==> src/rtl/ram_port_arbiter_pkg.sv <==
// Shared encodings for the solver RAM arbiter: FSM states, owner identity and default bus widths.
package ram_port_arbiter_pkg;

    localparam int DEFAULT_ADDRESS_WIDTH = 13;
    localparam int DEFAULT_DATA_WIDTH    = 64;

    typedef enum logic [1:0] {
        IDLE         = 2'd0,
        GRANT_IO     = 2'd1,
        GRANT_SOLVER = 2'd2,
        HANDOVER     = 2'd3
    } arb_state_t;

    typedef enum logic {
        OWNER_IO     = 1'b0,
        OWNER_SOLVER = 1'b1
    } owner_t;

endpackage

==> src/rtl/ram_port_arbiter_hold_timer.sv <==
// Counts contended grant cycles; terminal marks the last cycle an owner may keep the RAM.
module arbiter_hold_timer #(
    parameter int MAX_HOLD   = 256,
    parameter int HOLD_WIDTH = 9
) (
    input  logic clk,
    input  logic rst,
    input  logic clear,
    input  logic enable,
    output logic terminal
);

    localparam bit                  HOLD_ENABLED   = (MAX_HOLD != 0);
    localparam logic [HOLD_WIDTH-1:0] TERMINAL_COUNT =
        HOLD_ENABLED ? HOLD_WIDTH'(MAX_HOLD - 1) : '0;

    logic [HOLD_WIDTH-1:0] hold_count;

    // Saturates so a long uncontested-limit grant (MAX_HOLD = 0) never wraps.
    always_ff @(posedge clk or posedge rst) begin
        if (rst) begin
            hold_count <= '0;
        end else if (clear) begin
            hold_count <= '0;
        end else if (enable && (hold_count != {HOLD_WIDTH{1'b1}})) begin
            hold_count <= hold_count + 1'b1;
        end
    end

    assign terminal = HOLD_ENABLED && (hold_count == TERMINAL_COUNT);

endmodule

==> src/rtl/ram_port_arbiter.sv <==
// Grants the shared solver RAM to the IO side or the solver core, one owner at a time,
// with round-robin on contention, optional hold-time preemption and a one-cycle handover gap.
module ram_port_arbiter
    import ram_port_arbiter_pkg::*;
#(
    parameter int ADDRESS_WIDTH = DEFAULT_ADDRESS_WIDTH,
    parameter int DATA_WIDTH    = DEFAULT_DATA_WIDTH,
    parameter int MAX_HOLD      = 256,
    parameter int HOLD_WIDTH    = 9
) (
    input  logic                     CLK,
    input  logic                     RST,
    input  logic                     IO_Req,
    input  logic                     IO_WR_Enable,
    input  logic [ADDRESS_WIDTH-1:0] IO_Address_WR,
    input  logic [DATA_WIDTH-1:0]    IO_Data_WR,
    input  logic [ADDRESS_WIDTH-1:0] IO_Address_RD_A,
    input  logic [ADDRESS_WIDTH-1:0] IO_Address_RD_B,
    input  logic                     Solver_Req,
    input  logic                     Solver_WR_Enable,
    input  logic [ADDRESS_WIDTH-1:0] Solver_Address_WR,
    input  logic [DATA_WIDTH-1:0]    Solver_Data_WR,
    input  logic [ADDRESS_WIDTH-1:0] Solver_Address_RD_A,
    input  logic [ADDRESS_WIDTH-1:0] Solver_Address_RD_B,
    output logic                     IO_Grant,
    output logic                     Solver_Grant,
    output logic                     Preempted,
    output logic                     Write_Violation,
    output logic                     RAM_WR_Enable,
    output logic [ADDRESS_WIDTH-1:0] RAM_Address_WR,
    output logic [DATA_WIDTH-1:0]    RAM_Data_WR,
    output logic [ADDRESS_WIDTH-1:0] RAM_Address_RD_A,
    output logic [ADDRESS_WIDTH-1:0] RAM_Address_RD_B
);

    arb_state_t state_q, state_d;
    owner_t     last_owner_q, last_owner_d;
    logic       write_violation_q;
    logic       hold_clear, hold_enable, hold_terminal;
    logic       preempt;

    arbiter_hold_timer #(
        .MAX_HOLD   (MAX_HOLD),
        .HOLD_WIDTH (HOLD_WIDTH)
    ) u_hold_timer (
        .clk      (CLK),
        .rst      (RST),
        .clear    (hold_clear),
        .enable   (hold_enable),
        .terminal (hold_terminal)
    );

    always_ff @(posedge CLK or posedge RST) begin
        if (RST) begin
            state_q      <= IDLE;
            last_owner_q <= OWNER_SOLVER;
        end else begin
            state_q      <= state_d;
            last_owner_q <= last_owner_d;
        end
    end

    // A voluntary release takes priority over preemption when both land in the same cycle.
    always_comb begin
        state_d      = state_q;
        last_owner_d = last_owner_q;
        preempt      = 1'b0;
        hold_clear   = 1'b1;
        hold_enable  = 1'b0;
        case (state_q)
            IDLE: begin
                if (IO_Req && Solver_Req) begin
                    state_d = (last_owner_q == OWNER_SOLVER) ? GRANT_IO : GRANT_SOLVER;
                end else if (IO_Req) begin
                    state_d = GRANT_IO;
                end else if (Solver_Req) begin
                    state_d = GRANT_SOLVER;
                end
            end
            GRANT_IO: begin
                hold_clear  = 1'b0;
                hold_enable = Solver_Req;
                if (!IO_Req) begin
                    state_d      = HANDOVER;
                    last_owner_d = OWNER_IO;
                end else if (Solver_Req && hold_terminal) begin
                    state_d      = HANDOVER;
                    last_owner_d = OWNER_IO;
                    preempt      = 1'b1;
                end
            end
            GRANT_SOLVER: begin
                hold_clear  = 1'b0;
                hold_enable = IO_Req;
                if (!Solver_Req) begin
                    state_d      = HANDOVER;
                    last_owner_d = OWNER_SOLVER;
                end else if (IO_Req && hold_terminal) begin
                    state_d      = HANDOVER;
                    last_owner_d = OWNER_SOLVER;
                    preempt      = 1'b1;
                end
            end
            default: begin
                state_d = IDLE;
            end
        endcase
    end

    assign IO_Grant     = (state_q == GRANT_IO);
    assign Solver_Grant = (state_q == GRANT_SOLVER);
    assign Preempted    = preempt;

    always_ff @(posedge CLK or posedge RST) begin
        if (RST) begin
            write_violation_q <= 1'b0;
        end else if ((IO_WR_Enable && !IO_Grant) || (Solver_WR_Enable && !Solver_Grant)) begin
            write_violation_q <= 1'b1;
        end
    end

    assign Write_Violation = write_violation_q;

    // Driven from registered state only, so reset forces the RAM pins to zero at once.
    always_comb begin
        RAM_WR_Enable    = 1'b0;
        RAM_Address_WR   = '0;
        RAM_Data_WR      = '0;
        RAM_Address_RD_A = '0;
        RAM_Address_RD_B = '0;
        case (state_q)
            GRANT_IO: begin
                RAM_WR_Enable    = IO_WR_Enable;
                RAM_Address_WR   = IO_Address_WR;
                RAM_Data_WR      = IO_Data_WR;
                RAM_Address_RD_A = IO_Address_RD_A;
                RAM_Address_RD_B = IO_Address_RD_B;
            end
            GRANT_SOLVER: begin
                RAM_WR_Enable    = Solver_WR_Enable;
                RAM_Address_WR   = Solver_Address_WR;
                RAM_Data_WR      = Solver_Data_WR;
                RAM_Address_RD_A = Solver_Address_RD_A;
                RAM_Address_RD_B = Solver_Address_RD_B;
            end
            default: begin
            end
        endcase
    end

endmodule
==> config.mk <==
export PLATFORM = sky130hd
export DESIGN_NAME = ram_port_arbiter
export DESIGN_NICKNAME = d
export VERILOG_FILES = /design/src/rtl/ram_port_arbiter_pkg.sv /design/src/rtl/ram_port_arbiter_hold_timer.sv /design/src/rtl/ram_port_arbiter.sv
export SDC_FILE = /design/constraint.sdc
export NUM_CORES = 1
export LEC_CHECK = 0
export ABC_CLOCK_PERIOD_IN_PS = 2700
export CORE_AREA = 3 3 123 125
export CTS_BUF_LIST = sky130_fd_sc_hd__clkbuf_8
export DETAILED_ROUTE_END_ITERATION = 10
export DIE_AREA = 0 0 126 128
export PLACE_DENSITY_LB_ADDON = 0.12
export SETUP_SLACK_MARGIN = 0.15
export SLEW_MARGIN = 15
export SYNTH_ARGS = -nofsm -noshare
export SYNTH_HDL_FRONTEND = slang
export SYNTH_SLANG_ARGS = --single-unit
export TNS_END_PERCENT = 10
==> constraint.sdc <==
create_clock -name CLK -period 2.7 [get_ports CLK]
set_input_delay 0.27 -clock CLK [delete_from_list [all_inputs] [get_ports CLK]]
set_output_delay 0.27 -clock CLK [all_outputs]
set_load 0.1 [all_outputs]
# Word level (Yosys, flattened, before mapping)

Cells that the tools add are included.
Widths: inputs -> output; s select.

Reductions and logical operators: 14
Equal/unequal tests: 8
Add/subtract/negate cells: 1
Muxes and demuxes: 27

Operators with widths:

| kind                | count |
|---|---|
| $pmux 64 s2         | 1 |
| $pmux 13 s2         | 3 |
| $mux 9              | 2 |
| $mux 2              | 8 |
| $add 9x1->9 const B | 1 |
| $eq 9x8->1 const B  | 1 |
| $ne 9x9->1 const B  | 1 |
| $mux 1              | 8 |
| $pmux 1 s2          | 4 |
| $logic_and 1x1->1   | 6 |
| $ne 3x2->1 const B  | 2 |
| $pmux 2 s3          | 1 |
| $reduce_and 3->1    | 2 |
| $ne 4x4->1 const B  | 1 |
| $eq 2x1->1 const B  | 1 |
| $eq 2x2->1 const B  | 1 |
| $logic_not 1->1     | 2 |
| $logic_not 2->1     | 1 |
| $ne 2x1->1 const B  | 1 |
| $reduce_bool 2->1   | 1 |
| $reduce_or 2->1     | 1 |
| $logic_or 1x1->1    | 1 |

Output and inout bits: 108
Input bits: 212
Logic and storage cells: 54
Bits in registers: 13

# Depth between registers and ports, before layout

Depth in word-level cells: 5
Gate-level depth with buffers: 7
Depth with buffers taken out: 7

# Hierarchy

Synthesis repeated with hierarchy kept, for this count alone.

Cell total of the unflattened synthesis: 225
Area total of the unflattened synthesis: 2015.7 µm²

By module, submodules not included:

| module             | sequential area each (µm²) | cells each | times used | area an instance (µm²) |
|---|---|---|---|---|
| ram_port_arbiter   | 101.3                      | 176        | 1          | 1524.0 |
| arbiter_hold_timer | 225.2                      | 49         | 1          | 491.7 |

# Least setup slack after synthesis

Ideal clock, no wire load.

Path type: register to output
Start: reg state_q[0]
End: out RAM_Address_RD_A[10]
Arrival time: 3.395 ns
Buffers on the path: 3
Stages on the path, launching flop included: 8
Slack: -0.965 ns
Data required time: 2.430 ns
Cells stage by stage: dfrtp_1 inv_1 ha_1 buf_2 buf_2 buf_2 a22oi_1 nor2_1

Word-level cells in the longest chain between the ends: 2
Elaborated cells between the ends (all ways): 3
Classes of those cells: eq/ne: 2; mux: 1

Ends and longest elaborated chain:

| what                   | RTL line                | text |
|---|---|---|
| from (decl)            | ram_port_arbiter.sv:36  | `arb_state_t state_q, state_d;` |
| from (signal assigned) | ram_port_arbiter.sv:58  | `state_q <= state_d;` |
| $eq 2x2->1             | --                      |  |
| net Solver_Grant       | ram_port_arbiter.sv:26  | `output logic Solver_Grant,` |
| $pmux 13 s2            | ram_port_arbiter.sv:131 | `case (state_q)` |
| to (decl)              | ram_port_arbiter.sv:32  | `output logic [ADDRESS_WIDTH-1:0] RAM_Address_RD_A,` |

The timed path passes the listed nets, and every way through them passes these cells.

# Worst setup path after layout

Start: reg state_q[0]
End: out RAM_Data_WR[18]

Word-level cells in the longest chain between the ends: 2
Elaborated cells between the ends (all ways): 3
Classes of those cells: eq/ne: 2; mux: 1

Ends and longest elaborated chain:

| what                                            | RTL line                | text |
|---|---|---|
| $eq 2x2->1 / $eq 2x1->1 (equally long branches) | ram_port_arbiter.sv:131 |  |
| $pmux 64 s2 *                                   | ram_port_arbiter.sv:131 |  |
| to (decl)                                       | ram_port_arbiter.sv:31  | `output logic [DATA_WIDTH-1:0] RAM_Data_WR,` |

Mark *: on every way between the ends. The rest lies on a longest branch, timed or not.

==> key figures <==
Timing
  – Slew HR: 63.99%
  – Final Hold Viols: 0
  – Hold_ws: 0.3764 ns
  – Fin. max-slew vios: 0
  – FMAX: 431.9 MHz
  – # setup viols final: 0
  – Clock Skews: 0.002332 ns
  – Fin crit period: 2.315 ns
  – Final Cycle Share: 85.74%
  – RSZ-0062 raised after global routing: no
  – Setup_tns: 0 ns
  – Worst Tran Pin Value: 0.5396 ns

Synth
  – Cell with the most instances after synthesis: nor2_1
  – Synthesis Warnings: 0
  – Mapped Nets: 555
  – Main flop type after synthesis: dfrtp_1
  – Synth area leaders: a22oi_1 36%, nor2_1 18%, dfrtp_1 14%
  – Share of the synthesized area in the top cell type: 35.80%
  – Post-synthesis cell count: 336
  – Cell taking the most area after synthesis: a22oi_1
  – Avg Inst Size Synth: 6.554 um2
  – Number of synthesized flops with an enable pin: 0
  – Synth Register Bits: 13
  – Commonest cells post-synth: 106 x nor2_1, 105 x a22oi_1, 19 x clkbuf_1
  – Unique cell type count in the Yosys netlist: 35
  – Ys async rst share: 100.0%
  – Mapped Area: 2202 um2
  – Register area share after synthesis: 14.83%

Run
  – Max Cap Viol: 0

Clocking
  – Worst skew pair latency: 0.24 ns
  – CTS tree: built
  – Clock sink total: 13
  – Hold_buf cts: 0
  – Clock Path Buffers: 2
  – H-Tree Depth: 1
  – Total CTS buffers: 3
  – Post-CTS Setup Bufs: 0
  – Clock-pin slew on the worst setup and hold paths: 0.06 ns
  – Clock Tree Root: clkbuf_8

Worst setup path
  – Crit start category: register
  – Element type at the critical path end: output port
  – CP cell instances: inv_1 > ha_4 > clkinv_8 > buf_4 > nor2_2 > buf_12
  – Crit path DAT: 2.05 ns
  – Slowest-stage cell, CP: dfrtp_1
  – Setup Crit Path Kind: register to output port
  – CP max stage delay: 0.41 ns
  – Required time of the critical path: 2.43 ns
  – Crit-path max FO: 20

Die
  – Die W: 126 um
  – # IOs: 320
  – Row count: 43
  – Die height: 128 um
  – DIE AREA: 16130 um2
  – Core area: 13990 um2
  – Initial cell density of the core: 15.74%

Placement
  – Placed cell area: 7207 um2
  – Final HPWL DP: 13550 um
  – Inst Count DP: 806
  – RePlAce Congestion: 0.8824
  – Number of buffers inserted by port buffering: 319

Route
  – Vias per cell: 4.744
  – Antenna-violating nets left: 0
  – Initial DRC Count: 136
  – Routed length per instance: 19.96 um
  – Total number of vias: 3866
  – DRC: 0
  – TritonRoute pass-1 iters: 4
  – Final wirelength: 16270 um

GRT
  – Initial antenna violation count: 4
  – First-pass GRT wire length: 23690 um
  – Vias in the first global route: 4099
  – Largest net degree at the start of global routing: 70
  – Remaining Overflow, GRT: 0
  – GRT Total Usage: 18.52%

Final layout
  – Final #Nets: 851
  – Non-filler instance count after layout: 815
  – Area Growth Syn to Fin: 231.0%
  – Design area: 7288 um2
  – Share of layout cells above drive strength 1: 37.56%
  – Fillers: 1242

Run status
  – Status: finished, final reports clean

Min path
  – Hold WC Path Type: input port to asynchronous set/reset pin
-- worst max-delay path, delay by kind of cell (launching register included) --
family	cells	cell delay, ns
buffers and inverters	4	0.78
adder cells (fa/ha/maj)	1	0.41
AND/OR/NAND/NOR	1	0.19
flip-flops	1	0.41
-- cells in the final DEF (no fill, tap or decap), drive strengths merged, types with 3 or more instances in the layout --
| master | Yosys | layout |
|---|---|---|
| clkdlybuf4s50 | 0 | 211 |
| buf | 20 | 118 |
| a22oi | 106 | 106 |
| nor2 | 106 | 106 |
| dfrtp | 12 | 12 |
| inv | 9 | 10 |
| a21oi | 9 | 9 |
| ha | 7 | 7 |
| nand2 | 5 | 5 |
| diode | 0 | 4 |
| o21ai | 4 | 4 |
| nand3 | 4 | 4 |
| nand2b | 4 | 4 |
| mux2i | 4 | 4 |
| o31ai | 3 | 3 |
| or4 | 3 | 3 |
| nand3b | 3 | 3 |
| clkbuf | 19 | 3 |
-- path summary, 6_finish.rpt --
check                                           start                    endpoint  slack, ns  cells after the start
setup / recovery                           state_q[0]             RAM_Data_WR[18]       0.38                      6
hold / removal                                    RST                  state_q[0]       0.38                      2
setup reg to reg           u_hold_timer.hold_count[0]  u_hold_timer.hold_count[7]       0.62                      7
hold reg to reg                       Write_Violation             Write_Violation       0.49                      2
max in group asynchronous                         RST                last_owner_q       1.96                      2
min in group CLK                      Write_Violation             Write_Violation       0.49                      2
-- cell type report --
| type | count | area (um2) | area share (%) |
|---|---|---|---|
| Timing Repair Buffer | 329 | 4412 | 60.53 |
| Multi-Input combinational cell | 275 | 2215 | 30.39 |
| Sequential cell | 13 | 326.6 | 4.481 |
| Tap cell | 180 | 225.2 | 3.090 |
| Inverter | 9 | 46.29 | 0.6352 |
| Clock buffer | 3 | 41.29 | 0.5665 |
| Antenna cell | 4 | 10.01 | 0.1373 |
| Timing Repair inverter | 1 | 8.758 | 0.1202 |
| Clock inverter | 1 | 3.754 | 0.05150 |
-- layer usage --
metal	track usage [%]	wire length, um	up-vias
met4	5.615	191	0
met1	19.78	5631	1793
met3	5.917	1503	10
met2	34.71	8941	225
met5	0	0	-
li1	-	-	1838
-- repair_timing --
action                     in CTS  in global routing
setup endpoints to repair       0                 78
hold endpoints to repair        0                  0
resized for setup               0                  3
-- cell families (layout without fill, tap and decap cells) --
logic type | after synthesis | in the layout | synth area share, %
AOI/OAI and AO/OA | 129 | 129 | 42.96
adders and majority gates | 7 | 7 | 3.977
buffers and inverters | 48 | 343 | 9.375
DFF | 13 | 13 | 14.83
muxes | 6 | 6 | 2.841
other | 0 | 4 | 0
and+or+nand+nor | 133 | 133 | 26.02
-- metrics by stage --
step                      setup slack, ns  utilization [%]
after floorplan                  -0.09621                -
after global placement             0.4795            51.52
after detailed placement           0.4341            51.52
after CTS                          0.1560            51.84
after global routing               0.2476            52.10
final                              0.3849            52.10
-- state kept, by name (all words and copies together) (netlist names) --
register and cells:
last_owner_q 1, u_hold_timer.hold_count 9, state_q 2, Write_Violation 1
Power is left out: the tool's default activity adds up to more than one toggle a clock period on the data nets, which glitch-free logic cannot reach.
